--- src/rtl/sha_host_bridge_pkg.sv ---
// sha_bridge_pkg: shared state encoding, digest geometry and address type for the SHA host bridge
package sha_bridge_pkg;
  typedef enum logic [2:0] {IDLE, LOAD, START, WAIT_BUSY, WAIT_DONE, READ, SEND} bridge_state_e;
  localparam int DIGEST_WORDS = 8;
  localparam int DIGEST_IDX_W = $clog2(DIGEST_WORDS);
  localparam int DEFAULT_TIMEOUT_CYCLES = 4096;
  typedef logic [15:0] addr_t;
  typedef logic [DIGEST_IDX_W-1:0] digest_idx_t;
endpackage

--- src/rtl/sha_host_bridge_if.sv ---
// sha_host_bridge_if: message-in and digest-out valid/ready streams of the host bridge
interface sha_host_bridge_if;
  logic        in_valid;
  logic [31:0] in_data;
  logic        in_ready;
  logic        out_valid;
  logic [31:0] out_data;
  logic        out_last;
  logic        out_ready;
  modport master(output in_valid, in_data, out_ready, input in_ready, out_valid, out_data, out_last);
  modport slave(input in_valid, in_data, out_ready, output in_ready, out_valid, out_data, out_last);
endinterface

--- src/rtl/sha_digest_buffer.sv ---
// sha_digest_buffer: captures digest words by index, then streams them out with a last flag
module sha_digest_buffer
  import sha_bridge_pkg::*;
(
  input  logic        clk,
  input  logic        reset,
  input  logic        cap_en,
  input  digest_idx_t cap_idx,
  input  logic [31:0] cap_data,
  input  logic        send,
  output logic        out_valid,
  output logic [31:0] out_data,
  output logic        out_last,
  input  logic        out_ready
);
  logic [31:0] word_q [DIGEST_WORDS];
  logic [31:0] word_d [DIGEST_WORDS];
  digest_idx_t ptr_q, ptr_d;
  logic valid_q, valid_d;
  always_comb begin
    word_d = word_q;
    if (cap_en) word_d[cap_idx] = cap_data;
    ptr_d = send ? '0 : ptr_q + digest_idx_t'(valid_q && out_ready);
    valid_d = send || (valid_q && !(out_ready && out_last));
  end
  always_ff @(posedge clk) begin
    if (reset) begin
      valid_q <= 1'b0;
      ptr_q <= '0;
    end else begin
      valid_q <= valid_d;
      ptr_q <= ptr_d;
    end
  end
  always_ff @(posedge clk) word_q <= word_d;
  // data is forced to zero while idle so stale digest words never reach the sink
  assign out_valid = valid_q;
  assign out_data = valid_q ? word_q[ptr_q] : '0;
  assign out_last = valid_q && ptr_q == digest_idx_t'(DIGEST_WORDS - 1);
endmodule

--- src/rtl/sha_host_bridge.sv ---
// sha_host_bridge: loads a message into shared memory, runs the hasher, reads back and streams the digest
module sha_host_bridge
  import sha_bridge_pkg::*;
#(
  parameter int NUM_OF_WORDS = 20,
  parameter int TIMEOUT_CYCLES = DEFAULT_TIMEOUT_CYCLES
) (
  input  logic        clk,
  input  logic        reset,
  sha_host_bridge_if.slave io,
  input  addr_t       message_addr,
  input  addr_t       output_addr,
  output logic        hash_start,
  input  logic        hash_done,
  output logic        mem_sel_hash,
  output logic        mem_clk,
  output logic        mem_we,
  output addr_t       mem_addr,
  output logic [31:0] mem_write_data,
  input  logic [31:0] mem_read_data,
  output logic        busy,
  output logic        timeout_err
);
  bridge_state_e state_q, state_d;
  addr_t idx_q, idx_d, msg_base_q, msg_base_d, out_base_q, out_base_d, addr_q, addr_d;
  logic [3:0] rd_q, rd_d;
  logic [31:0] to_q, to_d, wdata_q, wdata_d;
  logic we_q, we_d, start_q, start_d, sel_q, sel_d, terr_q, terr_d;
  logic accept, to_hit;
  assign accept = state_q == LOAD && io.in_valid;
  assign to_hit = to_q + 32'd1 == 32'(TIMEOUT_CYCLES);
  always_comb begin
    state_d = state_q;
    idx_d = idx_q;
    rd_d = rd_q;
    to_d = to_q;
    msg_base_d = msg_base_q;
    out_base_d = out_base_q;
    we_d = 1'b0;
    addr_d = addr_q;
    wdata_d = wdata_q;
    start_d = 1'b0;
    sel_d = sel_q;
    terr_d = terr_q;
    case (state_q)
      IDLE: if (io.in_valid) begin
        msg_base_d = message_addr;
        out_base_d = output_addr;
        terr_d = 1'b0;
        idx_d = '0;
        state_d = LOAD;
      end
      LOAD: if (accept) begin
        we_d = 1'b1;
        addr_d = msg_base_q + idx_q;
        wdata_d = io.in_data;
        idx_d = idx_q + 16'd1;
        state_d = idx_q == addr_t'(NUM_OF_WORDS - 1) ? START : LOAD;
      end
      START: begin
        start_d = 1'b1;
        sel_d = 1'b1;
        to_d = '0;
        state_d = WAIT_BUSY;
      end
      // WAIT_BUSY guards against done still being high before the hasher leaves its idle state
      WAIT_BUSY, WAIT_DONE: begin
        to_d = to_q + 32'd1;
        if (to_hit) begin
          terr_d = 1'b1;
          sel_d = 1'b0;
          state_d = IDLE;
        end else if (state_q == WAIT_BUSY && !hash_done) begin
          state_d = WAIT_DONE;
        end else if (state_q == WAIT_DONE && hash_done) begin
          sel_d = 1'b0;
          rd_d = '0;
          state_d = READ;
        end
      end
      // addresses go out for DIGEST_WORDS cycles; read data trails its address by two edges
      READ: begin
        rd_d = rd_q + 4'd1;
        addr_d = rd_q < 4'(DIGEST_WORDS) ? out_base_q + addr_t'(rd_q) : addr_q;
        state_d = rd_q == 4'(DIGEST_WORDS + 1) ? SEND : READ;
      end
      SEND: state_d = io.out_valid && io.out_ready && io.out_last ? IDLE : SEND;
      default: state_d = IDLE;
    endcase
  end
  always_ff @(posedge clk) begin
    if (reset) begin
      state_q <= IDLE;
      idx_q <= '0;
      rd_q <= '0;
      to_q <= '0;
      msg_base_q <= '0;
      out_base_q <= '0;
      we_q <= 1'b0;
      addr_q <= '0;
      wdata_q <= '0;
      start_q <= 1'b0;
      sel_q <= 1'b0;
      terr_q <= 1'b0;
    end else begin
      state_q <= state_d;
      idx_q <= idx_d;
      rd_q <= rd_d;
      to_q <= to_d;
      msg_base_q <= msg_base_d;
      out_base_q <= out_base_d;
      we_q <= we_d;
      addr_q <= addr_d;
      wdata_q <= wdata_d;
      start_q <= start_d;
      sel_q <= sel_d;
      terr_q <= terr_d;
    end
  end
  sha_digest_buffer u_buf (
    .clk(clk),
    .reset(reset),
    .cap_en(state_q == READ && rd_q >= 4'd2),
    .cap_idx(digest_idx_t'(rd_q - 4'd2)),
    .cap_data(mem_read_data),
    .send(state_q == READ && rd_q == 4'(DIGEST_WORDS + 1)),
    .out_valid(io.out_valid),
    .out_data(io.out_data),
    .out_last(io.out_last),
    .out_ready(io.out_ready)
  );
  assign io.in_ready = state_q == LOAD;
  assign busy = state_q != IDLE;
  assign hash_start = start_q;
  assign mem_sel_hash = sel_q;
  assign mem_clk = clk;
  assign mem_we = we_q;
  assign mem_addr = addr_q;
  assign mem_write_data = wdata_q;
  assign timeout_err = terr_q;
endmodule

--- src/flat_wrapper.sv ---
// flat-port wrapper written by rule: the top's interface ports become plain ports
module sha_host_bridge_flat import sha_bridge_pkg::*;
#(
  parameter int NUM_OF_WORDS = 20,
  parameter int TIMEOUT_CYCLES = DEFAULT_TIMEOUT_CYCLES
)
  (clk, reset, message_addr, output_addr, hash_start, hash_done, mem_sel_hash, mem_clk, mem_we, mem_addr, mem_write_data, mem_read_data, busy, timeout_err, io_in_valid, io_in_data, io_out_ready, io_in_ready, io_out_valid, io_out_data, io_out_last);
  sha_host_bridge_if io_i ();
  input  logic clk;
  input  logic reset;
  input  addr_t message_addr;
  input  addr_t output_addr;
  output logic hash_start;
  input  logic hash_done;
  output logic mem_sel_hash;
  output logic mem_clk;
  output logic mem_we;
  output addr_t mem_addr;
  output logic [31:0] mem_write_data;
  input  logic [31:0] mem_read_data;
  output logic busy;
  output logic timeout_err;
  input wire logic [$bits(io_i.in_valid)-1:0] io_in_valid;
  input wire logic [$bits(io_i.in_data)-1:0] io_in_data;
  input wire logic [$bits(io_i.out_ready)-1:0] io_out_ready;
  output wire logic [$bits(io_i.in_ready)-1:0] io_in_ready;
  output wire logic [$bits(io_i.out_valid)-1:0] io_out_valid;
  output wire logic [$bits(io_i.out_data)-1:0] io_out_data;
  output wire logic [$bits(io_i.out_last)-1:0] io_out_last;
  assign io_i.in_valid = io_in_valid;
  assign io_i.in_data = io_in_data;
  assign io_i.out_ready = io_out_ready;
  assign io_in_ready = io_i.in_ready;
  assign io_out_valid = io_i.out_valid;
  assign io_out_data = io_i.out_data;
  assign io_out_last = io_i.out_last;
  sha_host_bridge #(.NUM_OF_WORDS(NUM_OF_WORDS), .TIMEOUT_CYCLES(TIMEOUT_CYCLES)) u_core (.clk(clk), .reset(reset), .io(io_i), .message_addr(message_addr), .output_addr(output_addr), .hash_start(hash_start), .hash_done(hash_done), .mem_sel_hash(mem_sel_hash), .mem_clk(mem_clk), .mem_we(mem_we), .mem_addr(mem_addr), .mem_write_data(mem_write_data), .mem_read_data(mem_read_data), .busy(busy), .timeout_err(timeout_err));
endmodule
--- config.mk ---
export PLATFORM = sky130hd
export DESIGN_NAME = sha_host_bridge_flat
export DESIGN_NICKNAME = d
export VERILOG_FILES = /design/src/rtl/sha_host_bridge_pkg.sv /design/src/rtl/sha_host_bridge_if.sv /design/src/rtl/sha_digest_buffer.sv /design/src/rtl/sha_host_bridge.sv /design/src/flat_wrapper.sv
export SDC_FILE = /design/constraint.sdc
export NUM_CORES = 1
export LEC_CHECK = 0
export ABC_AREA = 1
export CORE_AREA = 2 2 254 256
export DETAILED_ROUTE_END_ITERATION = 16
export DIE_AREA = 0 0 256 258
export HOLD_SLACK_MARGIN = 0.02
export PLACE_DENSITY = 0.54
export SETUP_SLACK_MARGIN = 0.2
export SLEW_MARGIN = 30
export SYNTH_ARGS = -nofsm -noshare
export SYNTH_HDL_FRONTEND = slang
export SYNTH_SLANG_ARGS = --single-unit
--- constraint.sdc ---
create_clock -name clk -period 5.3 [get_ports clk]
set_clock_uncertainty 0.2 [all_clocks]
set_input_delay 0.795 -clock clk [delete_from_list [all_inputs] [get_ports clk]]
set_output_delay 0.795 -clock clk [all_outputs]
set_load 0.02 [all_outputs]
Word-level counts from Yosys, hierarchy flattened
Index checks and enable logic that the tools add are counted.
{"block": "classes", "add_sub_neg": 7, "magnitude_cmp": 5, "n_eq_ne": 20, "mux": 36, "bitwise_logic": 3, "reduce_logical": 32}
{"op": "bitwise mux 256 bit", "count": 1}
{"op": "2-to-1 mux 32 bit", "count": 4}
{"op": "binary-select mux 32 bit (select 3 bit)", "count": 1}
{"op": "demux 32 bit (select 3 bit)", "count": 1}
{"op": "2-to-1 mux 16 bit", "count": 4}
{"op": "one-hot mux 16 bit (2 select lines)", "count": 2}
{"op": "one-hot mux 32 bit (2 select lines)", "count": 1}
{"op": "adder 32 x 1 -> 32 bit, second input constant", "count": 1}
{"op": "== test 32 x 13 -> 1 bit, second input constant", "count": 1}
{"op": "2-to-1 mux 3 bit", "count": 6}
{"op": "one-hot mux 3 bit (6 select lines)", "count": 1}
{"op": "adder 16 x 1 -> 16 bit, second input constant", "count": 1}
{"op": "adder 16 bit", "count": 1}
{"op": "adder 16 x 4 -> 16 bit", "count": 1}
{"op": "== test 16 x 5 -> 1 bit, second input constant", "count": 1}
{"op": "AND reduction 3 bit", "count": 5}
{"op": "== test 3 bit, second input constant", "count": 4}
{"op": "2-to-1 mux 4 bit", "count": 3}
{"op": "logical AND 1 bit", "count": 11}
{"op": "nonzero test 2 bit", "count": 5}
{"op": "greater-or-equal comparator 4 bit, second input constant", "count": 2}
{"op": "inequality test 2 x 1 -> 1 bit, second input constant", "count": 4}
{"op": "NOT 3 -> 4 bit", "count": 2}
{"op": "one-hot mux 4 bit (2 select lines)", "count": 1}
{"op": "24 further kinds", "count": 39}
{"block": "word_totals", "register_bits": 399, "input_bits": 101, "out_inout_bits": 89, "elab_cells": 125}

Depth between registers and ports, before layout
{"block": "depth", "word_depth": 7, "mapped_depth": 17, "mapped_depth_nobuf": 17}

Cells and area by module
Synthesis repeated with hierarchy kept, for this count alone.
{"block": "unflattened", "hier_cells": 2318, "area_unflattened_um2": 19059.5}
{"module": "sha_digest_buffer", "n_inst": 1, "cells_each": 1147, "area_each_um2": 11340.9, "seq_area_each_um2": 7767.4}
{"module": "sha_host_bridge", "n_inst": 1, "cells_each": 1171, "area_each_um2": 7718.7, "seq_area_each_um2": 2782.7}

==> impl_metrics.tcl <==
set metrics [dict create \
    status "completed" \
    use_met1_pct 19.6 \
    worstReg2RegStart "u_core.state_q[0]$_SDFFE_PP0P_" \
    path_cells "clkbuf_16 > clkbuf_16 > clkdlybuf4s50_1" \
    drtAntennaViolNets 0 \
    die-area_um2 66000 \
    finalMaxSlewViolations 0 \
    num_rows 93 \
    post_cts_resized 0 \
    path_class "clk2out" \
    seq_area_frac_synth_pct 60.0 \
    start_kind "clock port" \
    setup_viol 0 \
    critPathArrivalTime_ns 3.43 \
    dr.pass1.iters 4 \
    die_w_um 256 \
    synthesis.area_um2 17600 \
    dp_hpwl_mm 31.8 \
    grt_busiest_layer "met2" \
    hold_depth 2 \
    syn_avg_cell_area_um2 9.30 \
    synth_edf_count 256 \
    cp_common_cell "clkbuf_16" \
    yosysTopAreaCellShare_pct 43.7 \
    multi_input_area_um2 6380 \
    ir_worst_vdd_v 0.000236 \
    wl_mm 50.5 \
    max_stage_delay_ns 0.53 \
    worstHoldStart "u_core.out_base_q[2]$_SDFFE_PP0P_" \
    worst_r2r_path_depth 5 \
    io-pin-count 190 \
    gp_congestion 0.842 \
    synth.distinct_cells 50 \
    diodes 0 \
    clkLatencyLatePin_ns 0.69 \
    synth.most_common_cell "nor2_1" \
    n_fill_cell 6434 \
    cpMaxStageDelayCell "clkdlybuf4s50_1" \
    grt_pass1_vias 13600 \
    cts_hold_buf 0 \
    synth_largest_area_cell "edfxtp_1" \
    drive_gt1_share_pct 7.56 \
    viasPerCell 4.75 \
    port_buffers 189 \
    synth_commonest_cells "nor2_1 (374), nand2_1 (281), edfxtp_1 (256)" \
    hold_violations 0 \
    hold_path_end "u_core.out_base_q[2]$_SDFFE_PP0P_" \
    cp_data_required_time_ns 4.30 \
    setup.worst_path.end_class "primary output" \
    async_flop_share_pct 0 \
    finalNetCount 2194 \
    overflow 0 \
    total_power_uw 7140 \
    antenna_found_initial 2 \
    worstMarginPinSlew_ns 0.893 \
    yosys_warnings 0 \
    drc 0 \
    ys_seq_elements 399 \
    drt-initial-drc-count 915 \
    rsz0062_at_grt "false" \
    grt_max_degree 97 \
    setup_tns_ns 0 \
    p_leak_uw 0.00760 \
    areaGrowthSynthToFinish_pct 25.9 \
    fp.coreArea_um2 63600 \
    cap_viol_max_count 0 \
    power_density_nw_per_um2 322 \
    grt_pass1_wl_mm 78.4 \
    yosys-top-cells-area "edfxtp_1 (44%), dfxtp_1 (16%), nor2_1 (8.0%)" \
    seqCellArea_um2 10600 \
    vias 14100 \
    post-cts-setup-buffer-count 0 \
    clkTransAtPathRegs_ns 0.06 \
    syn_nets 2021 \
    cts_tree "built" \
    grt_use_total_pct 15.0 \
    die_y_um 258 \
    path_max_fanout 2 \
    met3_usage_pct 2.95 \
    reg2reg_to "u_core.u_buf.word_q[209]$_DFFE_PP_" \
    slew_headroom_pct 40.1 \
    synthCells 1892 \
    r2r_slack_ns 1.81 \
    routedWlPerCell_um 17.1 \
    hp-class "reg2reg" \
    synthFlopType "edfxtp_1" \
    start_util_pct 27.6 \
    grt_use_met2_pct 25.1 \
]
## layout make-up
class,count,area share (%)
inverter,99,1.69
clock buffer,58,5.95
sequential,399,47.7
clock inverter,31,1.58
tap,855,4.83
timing repair buffer,216,9.48
multi-input combinational,1299,28.8
## sequential cells by signal (all words and copies together), names as in the netlist
| signal | count |
|---|---|
| u_core.u_buf.word_q | 256 |
| u_core.mem_write_data | 32 |
| u_core.to_q | 32 |
| u_core.idx_q | 16 |
| u_core.mem_addr | 16 |
| u_core.msg_base_q | 16 |
| u_core.out_base_q | 16 |
| u_core.rd_q | 4 |
| u_core.state_q | 3 |
| u_core.u_buf.ptr_q | 3 |
| u_core.hash_start | 1 |
| u_core.mem_sel_hash | 1 |
| u_core.mem_we | 1 |
| u_core.timeout_err | 1 |
| u_core.u_buf.out_valid | 1 |
## logic make-up (layout without fill, tap and decap cells)
group / count (synthesis) / count (layout) / synth area share [%]
xor+xnor: 13 / 13 / 0.647
buf+inv: 194 / 404 / 4.19
fa+ha+maj: 28 / 28 / 2.08
simple gates: 787 / 787 / 18.7
mux: 1 / 1 / 0.0569
compound gates: 470 / 470 / 14.4
flops: 399 / 399 / 60.0
## cell usage in the layout (no fill, tap or decap), drive strengths merged
cell type,Yosys,routed
nor2,386,386
nand2,287,287
o21ai,258,258
edfxtp,256,256
clkdlybuf4s50,0,188
dfxtp,143,143
a21oi,114,114
inv,94,97
nand3,71,71
clkbuf,82,57
a31oi,40,40
o22ai,32,32
buf,13,29
ha,26,26
clkinv,5,22
nor3,13,13
nand3b,12,12
nand4,11,11
xnor2,7,7
o211ai,7,7
xor2,6,6
bufinv,0,6
clkinvlp,0,5
o31ai,3,3
o21bai,3,3
or2,3,3
a21o,3,3
nor4,3,3
a221oi,2,2
a211oi,2,2
fa,2,2
a21boi,1,1
and2,1,1
a22oi,1,1
mux2i,1,1
o211a,1,1
o221a,1,1
a32o,1,1
a2111oi,1,1
## routing by layer
layer	up-vias	wire length (um)	share of wire, %
met5	-	23	0.046
met4	4	1210	2.4
met3	71	2420	4.8
met2	300	24200	48
met1	6782	22600	45
li1	6896	-	-
## stage by stage
step	worst slack, ns	instances	hold WS, ns	area [um2]	util [%]
floorplan	1.19	1892	0.245	17600	-
global placement	1.15	2869	0.253	20500	32.2
detailed placement	1.15	2869	0.255	20500	32.2
CTS	0.872	2957	0.264	22200	34.8
global route	0.725	2957	0.284	22200	34.8
finish	0.878	2957	0.268	22200	34.8
## worst max path at each step
stage	from	endpoint	cells past startpoint
finish	clk	mem_clk	3
global route	u_core.u_buf.ptr_q[0]$_SDFF_PP0_	io_out_data[5]	6
CTS	clk	mem_clk	3
detailed placement	clk	mem_clk	1
global placement	clk	mem_clk	1
floorplan	u_core.state_q[2]$_SDFFE_PP0P_	u_core.u_buf.word_q[0]$_DFFE_PP_	5
## where the power goes
part	internal [uW]	leakage (uW)	switching, uW
combinational	147	0.00333	182
clock	2080	0.000804	1360
sequential	3340	0.00347	27.3
total	5570	0.00760	1570
## critical path, delay by kind of cell
family / cells / cell delay (ns)
buffers and inverters: 3 / 0.78
Power figures use the tool's default switching activity.
